**config.mk**
```make
export PLATFORM = sky130hd
export DESIGN_NAME = barrel_spawn_scheduler
export DESIGN_NICKNAME = d
export VERILOG_FILES = /design/src/rtl/barrel_spawn_scheduler.sv
export SDC_FILE = /design/constraint.sdc
export NUM_CORES = 1
export LEC_CHECK = 0
export ABC_AREA = 1
export CAP_MARGIN = 15
export CELL_PAD_IN_SITES_DETAIL_PLACEMENT = 0
export CELL_PAD_IN_SITES_GLOBAL_PLACEMENT = 1
export CORE_MARGIN = 8
export CORE_UTILIZATION = 42
export DETAILED_ROUTE_END_ITERATION = 7
export PLACE_DENSITY_LB_ADDON = 0.1
export SLEW_MARGIN = 30
export SYNTH_ARGS = -nofsm -noshare
export SYNTH_HDL_FRONTEND = slang
export SYNTH_SLANG_ARGS = --single-unit
```
**constraint.sdc**
```tcl
create_clock -name clk -period 3.3 [get_ports clk]
set_input_delay 0.495 -clock clk [delete_from_list [all_inputs] [get_ports clk]]
set_output_delay 0.495 -clock clk [all_outputs]
set_load 0.01 [all_outputs]
```
**src/rtl/barrel_spawn_scheduler.sv**
```systemverilog
// rtl/barrel_spawn_scheduler.sv - arbitrates auto/key spawn requests onto the lowest free barrel slot
module barrel_spawn_scheduler #(
  parameter int BARRELS    = 5,
  parameter int DELAY_TIME = 162_500_000,
  parameter int MIN_GAP    = 6_500_000,
  parameter int CNT_W      = 8
) (
  input  logic                           clk,
  input  logic                           rst,
  input  logic                           start_game,
  input  logic                           animation,
  input  logic                           key,
  input  logic [BARRELS-1:0]             done,
  output logic [BARRELS-1:0]             barrel,
  output logic                           spawn,
  output logic [$clog2(BARRELS)-1:0]     spawn_slot,
  output logic                           spawn_src,
  output logic [$clog2(BARRELS+1)-1:0]   active_cnt,
  output logic [CNT_W-1:0]               drop_cnt
);

  localparam int SLOT_W  = $clog2(BARRELS);
  localparam int ACT_W   = $clog2(BARRELS + 1);
  localparam int TIMER_W = $clog2(DELAY_TIME);
  localparam int GAP_W   = $clog2(MIN_GAP + 1);

  typedef enum logic [1:0] {IDLE, ARMED, GAP} state_t;

  state_t               state_q;
  logic [TIMER_W-1:0]   timer_q;
  logic [GAP_W-1:0]     gap_q;
  logic                 auto_pend_q;
  logic                 key_pend_q;
  logic                 key_q;
  logic                 rr_q;
  logic [BARRELS-1:0]   barrel_q;
  logic                 spawn_q;
  logic [SLOT_W-1:0]    slot_q;
  logic                 src_q;
  logic [ACT_W-1:0]     active_q;
  logic [CNT_W-1:0]     drop_q;

  logic                 enable;
  logic                 run;
  logic                 key_edge;
  logic                 timer_tc;
  logic                 free_found;
  logic [SLOT_W-1:0]    free_slot;
  logic                 grant;
  logic                 grant_key;
  logic                 grant_auto;
  logic [BARRELS-1:0]   barrel_d;
  logic [ACT_W-1:0]     active_d;

  always_comb begin
    enable   = start_game & ~animation;
    run      = enable & (state_q != IDLE);
    key_edge = run & key & ~key_q;
    timer_tc = run & (timer_q == TIMER_W'(DELAY_TIME - 1));

    // Descending scan so the last hit is the lowest free index.
    free_found = 1'b0;
    free_slot  = '0;
    for (int i = BARRELS - 1; i >= 0; i--) begin
      if (!barrel_q[i]) begin
        free_found = 1'b1;
        free_slot  = SLOT_W'(i);
      end
    end

    grant      = run & (state_q == ARMED) & (auto_pend_q | key_pend_q) & free_found;
    grant_key  = grant & key_pend_q & (~auto_pend_q | rr_q);
    grant_auto = grant & ~grant_key;

    barrel_d = barrel_q & ~done;
    if (grant) begin
      barrel_d[free_slot] = 1'b1;
    end
    if (!enable) begin
      barrel_d = '0;
    end

    active_d = '0;
    for (int i = 0; i < BARRELS; i++) begin
      active_d = active_d + ACT_W'(barrel_d[i]);
    end
  end

  always_ff @(posedge clk) begin
    if (rst) begin
      state_q     <= IDLE;
      timer_q     <= '0;
      gap_q       <= '0;
      auto_pend_q <= 1'b0;
      key_pend_q  <= 1'b0;
      key_q       <= 1'b0;
      rr_q        <= 1'b0;
      barrel_q    <= '0;
      spawn_q     <= 1'b0;
      slot_q      <= '0;
      src_q       <= 1'b0;
      active_q    <= '0;
      drop_q      <= '0;
    end else begin
      key_q    <= key;
      barrel_q <= barrel_d;
      active_q <= active_d;
      spawn_q  <= grant;

      if (grant) begin
        slot_q <= free_slot;
        src_q  <= grant_key;
      end
      if (grant && auto_pend_q && key_pend_q) begin
        rr_q <= ~rr_q;
      end
      if (key_edge && key_pend_q && !(&drop_q)) begin
        drop_q <= drop_q + 1'b1;
      end

      if (!run) begin
        timer_q     <= '0;
        auto_pend_q <= 1'b0;
        key_pend_q  <= 1'b0;
      end else begin
        timer_q     <= timer_tc ? '0 : timer_q + 1'b1;
        // A terminal count in the same cycle as an auto grant re-arms the request.
        auto_pend_q <= timer_tc | (auto_pend_q & ~grant_auto);
        key_pend_q  <= (key_edge & ~key_pend_q) | (key_pend_q & ~grant_key);
      end

      if (!enable) begin
        state_q <= IDLE;
        gap_q   <= '0;
      end else begin
        case (state_q)
          IDLE: begin
            state_q <= ARMED;
            gap_q   <= '0;
          end
          ARMED: begin
            if (grant) begin
              state_q <= GAP;
              gap_q   <= GAP_W'(MIN_GAP - 1);
            end
          end
          GAP: begin
            if (gap_q == '0) begin
              state_q <= ARMED;
            end else begin
              gap_q <= gap_q - 1'b1;
            end
          end
          default: begin
            state_q <= IDLE;
            gap_q   <= '0;
          end
        endcase
      end
    end
  end

  assign barrel     = barrel_q;
  assign spawn      = spawn_q;
  assign spawn_slot = slot_q;
  assign spawn_src  = src_q;
  assign active_cnt = active_q;
  assign drop_cnt   = drop_q;

endmodule
```
Yosys cells after proc, flatten, opt, wreduce, memory -nomap -nowiden
Cells that the tools add are included.
{"block": "op_classes", "addsub": 7, "order_cmp": 2, "eq_ne": 6, "mux": 20, "bitwise": 30, "reduce_logical": 15}
{"op": "23-bit 2-to-1 mux", "count": 2}
{"op": "23-bit one-hot mux with 2 select lines", "count": 1}
{"op": "28-bit by 1-bit adder with 28-bit output (second input constant)", "count": 1}
{"op": "28-bit == test (second input constant)", "count": 1}
{"op": "23-bit logical NOT", "count": 1}
{"op": "23-bit by 1-bit subtractor with 23-bit output (second input constant)", "count": 1}
{"op": "3-bit 2-to-1 mux", "count": 5}
{"op": "1-bit AND", "count": 14}
{"op": "5-bit 2-to-1 mux", "count": 2}
{"op": "1-bit inverter", "count": 9}
{"op": "8-bit by 1-bit adder with 8-bit output (second input constant)", "count": 1}
{"op": "8-bit AND reduction", "count": 1}
{"op": "3-bit by 1-bit adder with 3-bit output", "count": 2}
{"op": "1-bit 2-to-1 mux", "count": 6}
{"op": "2-bit inequality test (second input constant)", "count": 3}
{"op": "2-bit one-hot mux with 3 select lines", "count": 1}
{"op": "5-bit AND", "count": 1}
{"op": "1-bit logical AND", "count": 5}
{"op": "5-bit inverter", "count": 1}
{"op": "5-bit OR", "count": 1}
{"op": "3-bit by 4-bit less-than comparator with 1-bit output (second input constant)", "count": 1}
{"op": "2-bit 2-to-1 mux", "count": 2}
{"op": "1-bit OR", "count": 4}
{"op": "2-bit AND reduction", "count": 2}
{"op": "other kinds (11)", "count": 12}
{"block": "word_totals", "regBits": 78, "in_bits": 10, "output_inout_bits": 21}

Depth between registers and ports, before layout
{"block": "logic_depth", "word_depth": 16, "ltp_mapped": 14, "ltp_nobuf": 14}

Least setup slack after synthesis
Ideal clock, no wire load.
{"block": "synth_path", "kind": "register to register", "start": "register state_q[1]", "end": "register active_q[1], in the netlist active_cnt[1]", "setup_ns": 0.128, "arrival_ns": 2.423, "required_time_ns": 3.172, "setup_slack_ns": 0.749, "path_stages_with_launch": 14, "path_buffers": 0, "cell_sequence": "dfxtp_1 -> inv_1 -> ha_1 -> o21ai_1 -> nor2_4 -> nand2_4 -> o22ai_1 -> nand2_1 -> fa_1 -> fa_1 -> inv_1 -> ha_1 -> inv_1 -> nor2_1"}
{"block": "synth_via", "elab_chain_cells": 11, "word_cells_on_any_way": 12}
{"item": "start: declaration", "line_no": "29", "source": "state_t state_q;"}
{"item": "start signal: assignment", "line_no": "91", "source": "state_q <= IDLE;"}
{"item": "start signal: assignment", "line_no": "133", "source": "state_q <= IDLE;"}
{"item": "start signal: assignment", "line_no": "138", "source": "state_q <= ARMED;"}
{"item": "2-bit nonzero test", "line_no": "57", "source": "run = enable & (state_q != IDLE);"}
{"item": "1-bit AND", "line_no": "57"}
{"item": "1-bit AND * (3 in series)", "line_no": "71", "source": "grant = run & (state_q == ARMED) & (auto_pend_q | key_pend_q) & free_found;"}
{"item": "5-bit 2-to-1 mux *", "line_no": "76", "source": "if (grant) begin"}
{"item": "5-bit 2-to-1 mux *", "line_no": "79", "source": "if (!enable) begin"}
{"item": "1-bit by 1-bit adder with 2-bit output", "line_no": "85", "source": "active_d = active_d + ACT_W'(barrel_d[i]);"}
{"item": "2-bit by 1-bit adder with 3-bit output", "line_no": "85"}
{"item": "3-bit by 1-bit adder with 3-bit output", "line_no": "85"}
{"item": "3-bit by 1-bit adder with 3-bit output *", "line_no": "85"}
{"item": "named net active_d[1]", "line_no": "53", "source": "logic [ACT_W-1:0] active_d;"}
{"item": "end signal: assignment", "line_no": "107", "source": "active_q <= active_d;"}
{"item": "end: declaration", "line_no": "40", "source": "logic [ACT_W-1:0] active_q;"}
Mark *: on every way through the listed nets, which the timed path passes. The rest lies on a longest branch.
A chain may end at the register's enable or synchronous reset.

Final worst setup path
{"block": "layout_path", "start": "input start_game", "end": "register active_q[1], in the netlist active_cnt[1]"}
{"block": "layout_via", "elab_chain_cells": 11}
{"item": "start: declaration", "line_no": "10", "source": "input logic start_game,"}
{"item": "1-bit AND *", "line_no": "56", "source": "enable = start_game & ~animation;"}
{"item": "1-bit AND", "line_no": "57"}
{"item": "1-bit AND (3 in series)", "line_no": "71"}
{"item": "5-bit 2-to-1 mux", "line_no": "76"}
{"item": "5-bit 2-to-1 mux *", "line_no": "79"}
{"item": "1-bit by 1-bit adder with 2-bit output", "line_no": "85"}
{"item": "2-bit by 1-bit adder with 3-bit output", "line_no": "85"}
{"item": "3-bit by 1-bit adder with 3-bit output", "line_no": "85"}
{"item": "3-bit by 1-bit adder with 3-bit output *", "line_no": "85"}
{"item": "named net active_d[1]", "line_no": "53"}
Marked as above.

==> report_table.html <==
<table>
<tr><th>Metric</th><th>Value</th></tr>
<tr><th colspan="2">Outcome</th></tr>
<tr><td>Outcome</td><td>complete, no violations</td></tr>
<tr><th colspan="2">Synth</th></tr>
<tr><td>Synth area leader</td><td>sky130_fd_sc_hd__dfxtp_1</td></tr>
<tr><td>Most used standard cells in the synthesized netlist</td><td>148 x sky130_fd_sc_hd__nand2_1, 101 x sky130_fd_sc_hd__nor2_1, 87 x sky130_fd_sc_hd__inv_1</td></tr>
<tr><td>Main area contributors after synthesis</td><td>sky130_fd_sc_hd__dfxtp_1 37%, sky130_fd_sc_hd__nand2_1 13%, sky130_fd_sc_hd__nor2_1 9.0%</td></tr>
<tr><td>Number of flops mapped to enable cells by yosys</td><td>0</td></tr>
<tr><td>Share of the synthesized area in the top cell type</td><td>0.369</td></tr>
<tr><td>Primary FF master, synth</td><td>sky130_fd_sc_hd__dfxtp_1</td></tr>
<tr><td>Synth Area per Inst</td><td>6.65 um^2</td></tr>
<tr><td>Post-Synthesis Cell Area</td><td>between 0.004 and 0.005 mm^2</td></tr>
<tr><td>Synth unique cells</td><td>35</td></tr>
<tr><td>Post-synthesis async set-or-reset flop share</td><td>0</td></tr>
<tr><td>Number of synthesis warnings</td><td>0</td></tr>
<tr><td>Cells after synthesis</td><td>about 640</td></tr>
<tr><td>Post-synth net total</td><td>about 660</td></tr>
<tr><td>Seq/Total Area, Yosys</td><td>0.369</td></tr>
<tr><td>Flip-flop and latch count after synthesis</td><td>78</td></tr>
<tr><td>Most frequent cell after synthesis</td><td>sky130_fd_sc_hd__nand2_1</td></tr>
<tr><th colspan="2">Detailed routing</th></tr>
<tr><td>Routed WL</td><td>roughly 10,000 um</td></tr>
<tr><td>First-pass iteration count of the detailed router</td><td>5</td></tr>
<tr><td>Initial DRC Count</td><td>244</td></tr>
<tr><td>Number of nets still failing antenna checks after routing</td><td>0</td></tr>
<tr><td>Detail-routed net length per standard cell</td><td>12.8 um</td></tr>
<tr><td>Overall via count from detail_route</td><td>about 4,000</td></tr>
<tr><td>Number of vias per cell after detailed routing</td><td>4.90</td></tr>
<tr><td>DR DRC count</td><td>0</td></tr>
<tr><th colspan="2">Finish</th></tr>
<tr><td>Final Core Density</td><td>0.498</td></tr>
<tr><td>Number of standard cells in the final layout excluding fillers</td><td>slightly above 800</td></tr>
<tr><td>Layout overhead on the synthesized area</td><td>15.1%</td></tr>
<tr><td>Number of diodes</td><td>0</td></tr>
<tr><td>Share of cells above drive strength 1</td><td>0.0564</td></tr>
<tr><td>Total number of nets in the final design</td><td>690</td></tr>
<tr><th colspan="2">Clock tree</th></tr>
<tr><td>Number of buffers inserted during clock tree synthesis</td><td>9</td></tr>
<tr><td>TritonCTS clock tree</td><td>yes</td></tr>
<tr><td>Number of levels the H-tree was split into</td><td>3</td></tr>
<tr><td>Number of sinks on the clock net</td><td>78</td></tr>
<tr><td>Number of buffers added to fix hold violations after cts</td><td>0</td></tr>
<tr><td>Setup repair bufs after CTS</td><td>0</td></tr>
<tr><td>Clock slew at the register clock pins of the worst setup and hold paths</td><td>0.08 ns</td></tr>
<tr><td>Later-pin clock latency in the skew report</td><td>between 0.3 and 0.4 ns</td></tr>
<tr><td># resized after CTS</td><td>0</td></tr>
<tr><td>Buffers from clock root to sink, at most</td><td>2</td></tr>
<tr><td>Clock root buffer master</td><td>sky130_fd_sc_hd__clkbuf_8</td></tr>
<tr><th colspan="2">Floorplan</th></tr>
<tr><td>Row Count</td><td>36</td></tr>
<tr><td>Die Outline Area</td><td>0.0135 mm^2</td></tr>
<tr><td>Vertical extent of the die</td><td>116 um</td></tr>
<tr><td>Effective utilization at floorplan</td><td>0.433</td></tr>
<tr><td>Total core area</td><td>0.00977 mm^2</td></tr>
<tr><td>Number of top-level pins</td><td>31</td></tr>
<tr><td>Die X-Extent</td><td>about 120 um</td></tr>
<tr><th colspan="2">Critical path</th></tr>
<tr><td>Crit path DAT</td><td>around 3.0 ns</td></tr>
<tr><td>End of the worst register-to-register path</td><td>active_cnt[1]</td></tr>
<tr><td>Register-to-Register Path Depth</td><td>13</td></tr>
<tr><td>Crit start category</td><td>input pin</td></tr>
<tr><td>Data required time of the critical path</td><td>approximately 3.6 ns</td></tr>
<tr><td>Worst setup path class</td><td>input pin to flop</td></tr>
<tr><td>Launch point of the worst reg-to-reg path</td><td>state_q[1]</td></tr>
<tr><td>Kind of end point of the critical path</td><td>flop</td></tr>
<tr><td>Maximum fanout encountered on the critical timing path</td><td>6</td></tr>
<tr><td>Register-to-Register Setup Slack</td><td>0.59 ns</td></tr>
<tr><th colspan="2">Power and ir drop</th></tr>
<tr><td>Switch share</td><td>0.246</td></tr>
<tr><td>Cell leakage power</td><td>1.93 nW</td></tr>
<tr><td>Net switching power figure</td><td>0.460 mW</td></tr>
<tr><td>Clock network fraction of design power</td><td>0.435</td></tr>
<tr><td>Ratio of total power to cell area</td><td>~380 mW/mm^2</td></tr>
<tr><td>Combinational share of power</td><td>0.059</td></tr>
<tr><td>Internal Pwr Total</td><td>1.41 mW</td></tr>
<tr><td>Sequential power share</td><td>0.506</td></tr>
<tr><td>Worst vdd ir</td><td>243 uV</td></tr>
<tr><th colspan="2">Min path</th></tr>
<tr><td>Worst hold path startpoint</td><td>timer_q[0]</td></tr>
<tr><td>Number of cells on the worst hold path</td><td>1</td></tr>
<tr><td>Class of the tightest hold or removal check</td><td>flop to flop</td></tr>
<tr><td>Endpoint, Worst Hold</td><td>timer_q[0]</td></tr>
<tr><th colspan="2">STA</th></tr>
<tr><td>Period utilization</td><td>0.835</td></tr>
<tr><td>Final Skew</td><td>around 0.019 ns</td></tr>
<tr><td>Smallest setup slack after layout</td><td>0.546 ns</td></tr>
<tr><td>Crit path time final</td><td>2.75 ns</td></tr>
<tr><td>Measured slew at the worst slew-check pin</td><td>0.610 ns</td></tr>
<tr><td>Accumulated negative setup slack</td><td>0 ns</td></tr>
<tr><td>Highest clock rate</td><td>around 360 MHz</td></tr>
<tr><td>Number of setup violations in the final report</td><td>0</td></tr>
<tr><td>Setup repair after global routing missed its margin</td><td>no</td></tr>
<tr><td>Max_slew headroom</td><td>0.593</td></tr>
<tr><td>Final Hold Violating Endpoints</td><td>0</td></tr>
<tr><td>Count of pins over their slew limit</td><td>0</td></tr>
<tr><th colspan="2">Job</th></tr>
<tr><td>Number of max-cap violations</td><td>0</td></tr>
<tr><th colspan="2">Global routing</th></tr>
<tr><td>Number of global-route vias before repair</td><td>around 3,600</td></tr>
<tr><td>Met1 Resource Use GR</td><td>0.224</td></tr>
<tr><td>Wire length of the first global-routing pass</td><td>17,200 um</td></tr>
<tr><td>Total congestion overflow</td><td>0</td></tr>
<tr><td>Antenna violations before repair</td><td>0</td></tr>
<tr><td>Total global routing track utilization</td><td>0.159</td></tr>
<tr><td>Fraction of met2 tracks used by global routing</td><td>0.237</td></tr>
<tr><td>Maximum number of pins on one net before global-route repair</td><td>29</td></tr>
<tr><td>GR peak layer</td><td>met2</td></tr>
<tr><td>Met3 Track Usage GR</td><td>0.0305</td></tr>
<tr><th colspan="2">Place</th></tr>
<tr><td>Post-placement setup slack</td><td>0.181 ns</td></tr>
<tr><td>Count of placed standard cells including taps</td><td>791</td></tr>
<tr><td>HPWL after detailed placement</td><td>7640 um</td></tr>
<tr><td>Port buffer count</td><td>30</td></tr>
<tr><td>Placer's final routability congestion estimate</td><td>around 0.83</td></tr>
</table>
[through the flow]
stage / hold slack (ns) / total power, mW / cell area, um^2
2_1_floorplan: 0.417 / 1.05 / 4230
3_3_place_gp: 0.428 / 1.08 / 4650
3_5_place_dp: 0.432 / 1.08 / 4650
4_1_cts: 0.449 / 1.89 / 4870
5_1_grt: 0.462 / 1.94 / 4870
6_report: 0.443 / 1.87 / 4870
[power by group through the flow]
stage | Sequential [mW] | Clock (mW) | Combinational [mW]
2_1_floorplan | 0.968 | 0 | 0.0799
3_3_place_gp | 0.969 | 0 | 0.109
3_5_place_dp | 0.969 | 0 | 0.109
4_1_cts | 0.947 | 0.834 | 0.110
5_1_grt | 0.948 | 0.871 | 0.124
6_report | 0.947 | 0.813 | 0.110
[placed cells by master, fill, tap and decap left out, types with 3 or more instances in the layout]
master / count
sky130_fd_sc_hd__nor2_1: 101
sky130_fd_sc_hd__nand2_2: 3
sky130_fd_sc_hd__nand2_1: 148
sky130_fd_sc_hd__buf_4: 3
sky130_fd_sc_hd__xnor2_1: 4
sky130_fd_sc_hd__a21oi_1: 47
sky130_fd_sc_hd__ha_1: 9
sky130_fd_sc_hd__nor4_1: 5
sky130_fd_sc_hd__nor3_1: 22
sky130_fd_sc_hd__inv_1: 87
sky130_fd_sc_hd__nand3_1: 33
sky130_fd_sc_hd__nor2_4: 4
sky130_fd_sc_hd__clkdlybuf4s50_1: 30
sky130_fd_sc_hd__clkbuf_8: 9
sky130_fd_sc_hd__dfxtp_1: 78
sky130_fd_sc_hd__nand4_1: 14
sky130_fd_sc_hd__xor2_1: 13
sky130_fd_sc_hd__o21ai_0: 35
sky130_fd_sc_hd__nand2_4: 3
[worst max path at each step]
stage / start / to / slack [ns] / cells after the start
final: start_game / active_cnt[1] / 0.55 / 14
after global routing: start_game / active_cnt[1] / 0.38 / 14
after CTS: start_game / active_cnt[1] / 0.56 / 14
after detailed placement: start_game / active_cnt[1] / 0.18 / 14
after global placement: start_game / active_cnt[1] / 0.23 / 14
after floorplan: state_q[1] / active_cnt[1] / 0.75 / 13
[flip-flops by register name, indices dropped and copies added (netlist names)]
| register | cells |
|---|---|
| state_q | 2 |
| gap_q | 23 |
| auto_pend_q | 1 |
| active_cnt | 3 |
| barrel | 5 |
| spawn_slot | 3 |
| key_q | 1 |
| spawn_src | 1 |
| key_pend_q | 1 |
| rr_q | 1 |
| drop_cnt | 8 |
| timer_q | 28 |
| spawn | 1 |
[logic make-up after synthesis]
group	count (synthesis)	synth area share
AOI/OAI and AO/OA	92	0.117
xor gates and xnor gates	17	0.0352
adders and majority gates	11	0.0361
buffers and inverters	99	0.0949
DFF	78	0.369
and+or+nand+nor	339	0.348
[per-layer routing]
layer  vias up  share of wire
li1       2097              -
met1      1780           0.53
met2        70           0.41
met3         7          0.051
met4         0         0.0095
met5         -              0
[area by class of cell]
| class | count | area [um^2] |
|---|---|---|
| repair buffers | 33 | 323 |
| fillers | 1013 | 4900 |
| multi-input cells | 459 | 2270 |
| clock buffers | 9 | 124 |
| well taps | 133 | 166 |
| clock inverters | 7 | 97.6 |
| inverters | 88 | 330 |
| flip-flops and latches | 78 | 1560 |
[critical path, stage by stage]
cell                              delay, ns
sky130_fd_sc_hd__clkdlybuf4s50_1       0.45
sky130_fd_sc_hd__inv_1                 0.06
sky130_fd_sc_hd__nor2_4                0.17
sky130_fd_sc_hd__nand2_2               0.12
sky130_fd_sc_hd__nor2_4                0.18
sky130_fd_sc_hd__nand2_4               0.06
sky130_fd_sc_hd__o22ai_1               0.12
sky130_fd_sc_hd__nand2_1               0.11
sky130_fd_sc_hd__fa_1                  0.50
sky130_fd_sc_hd__fa_1                  0.37
sky130_fd_sc_hd__inv_1                 0.06
sky130_fd_sc_hd__ha_1                  0.21
sky130_fd_sc_hd__inv_1                 0.05
sky130_fd_sc_hd__nor2_1                0.03
Note: power is estimated with default switching activity, not from simulation.
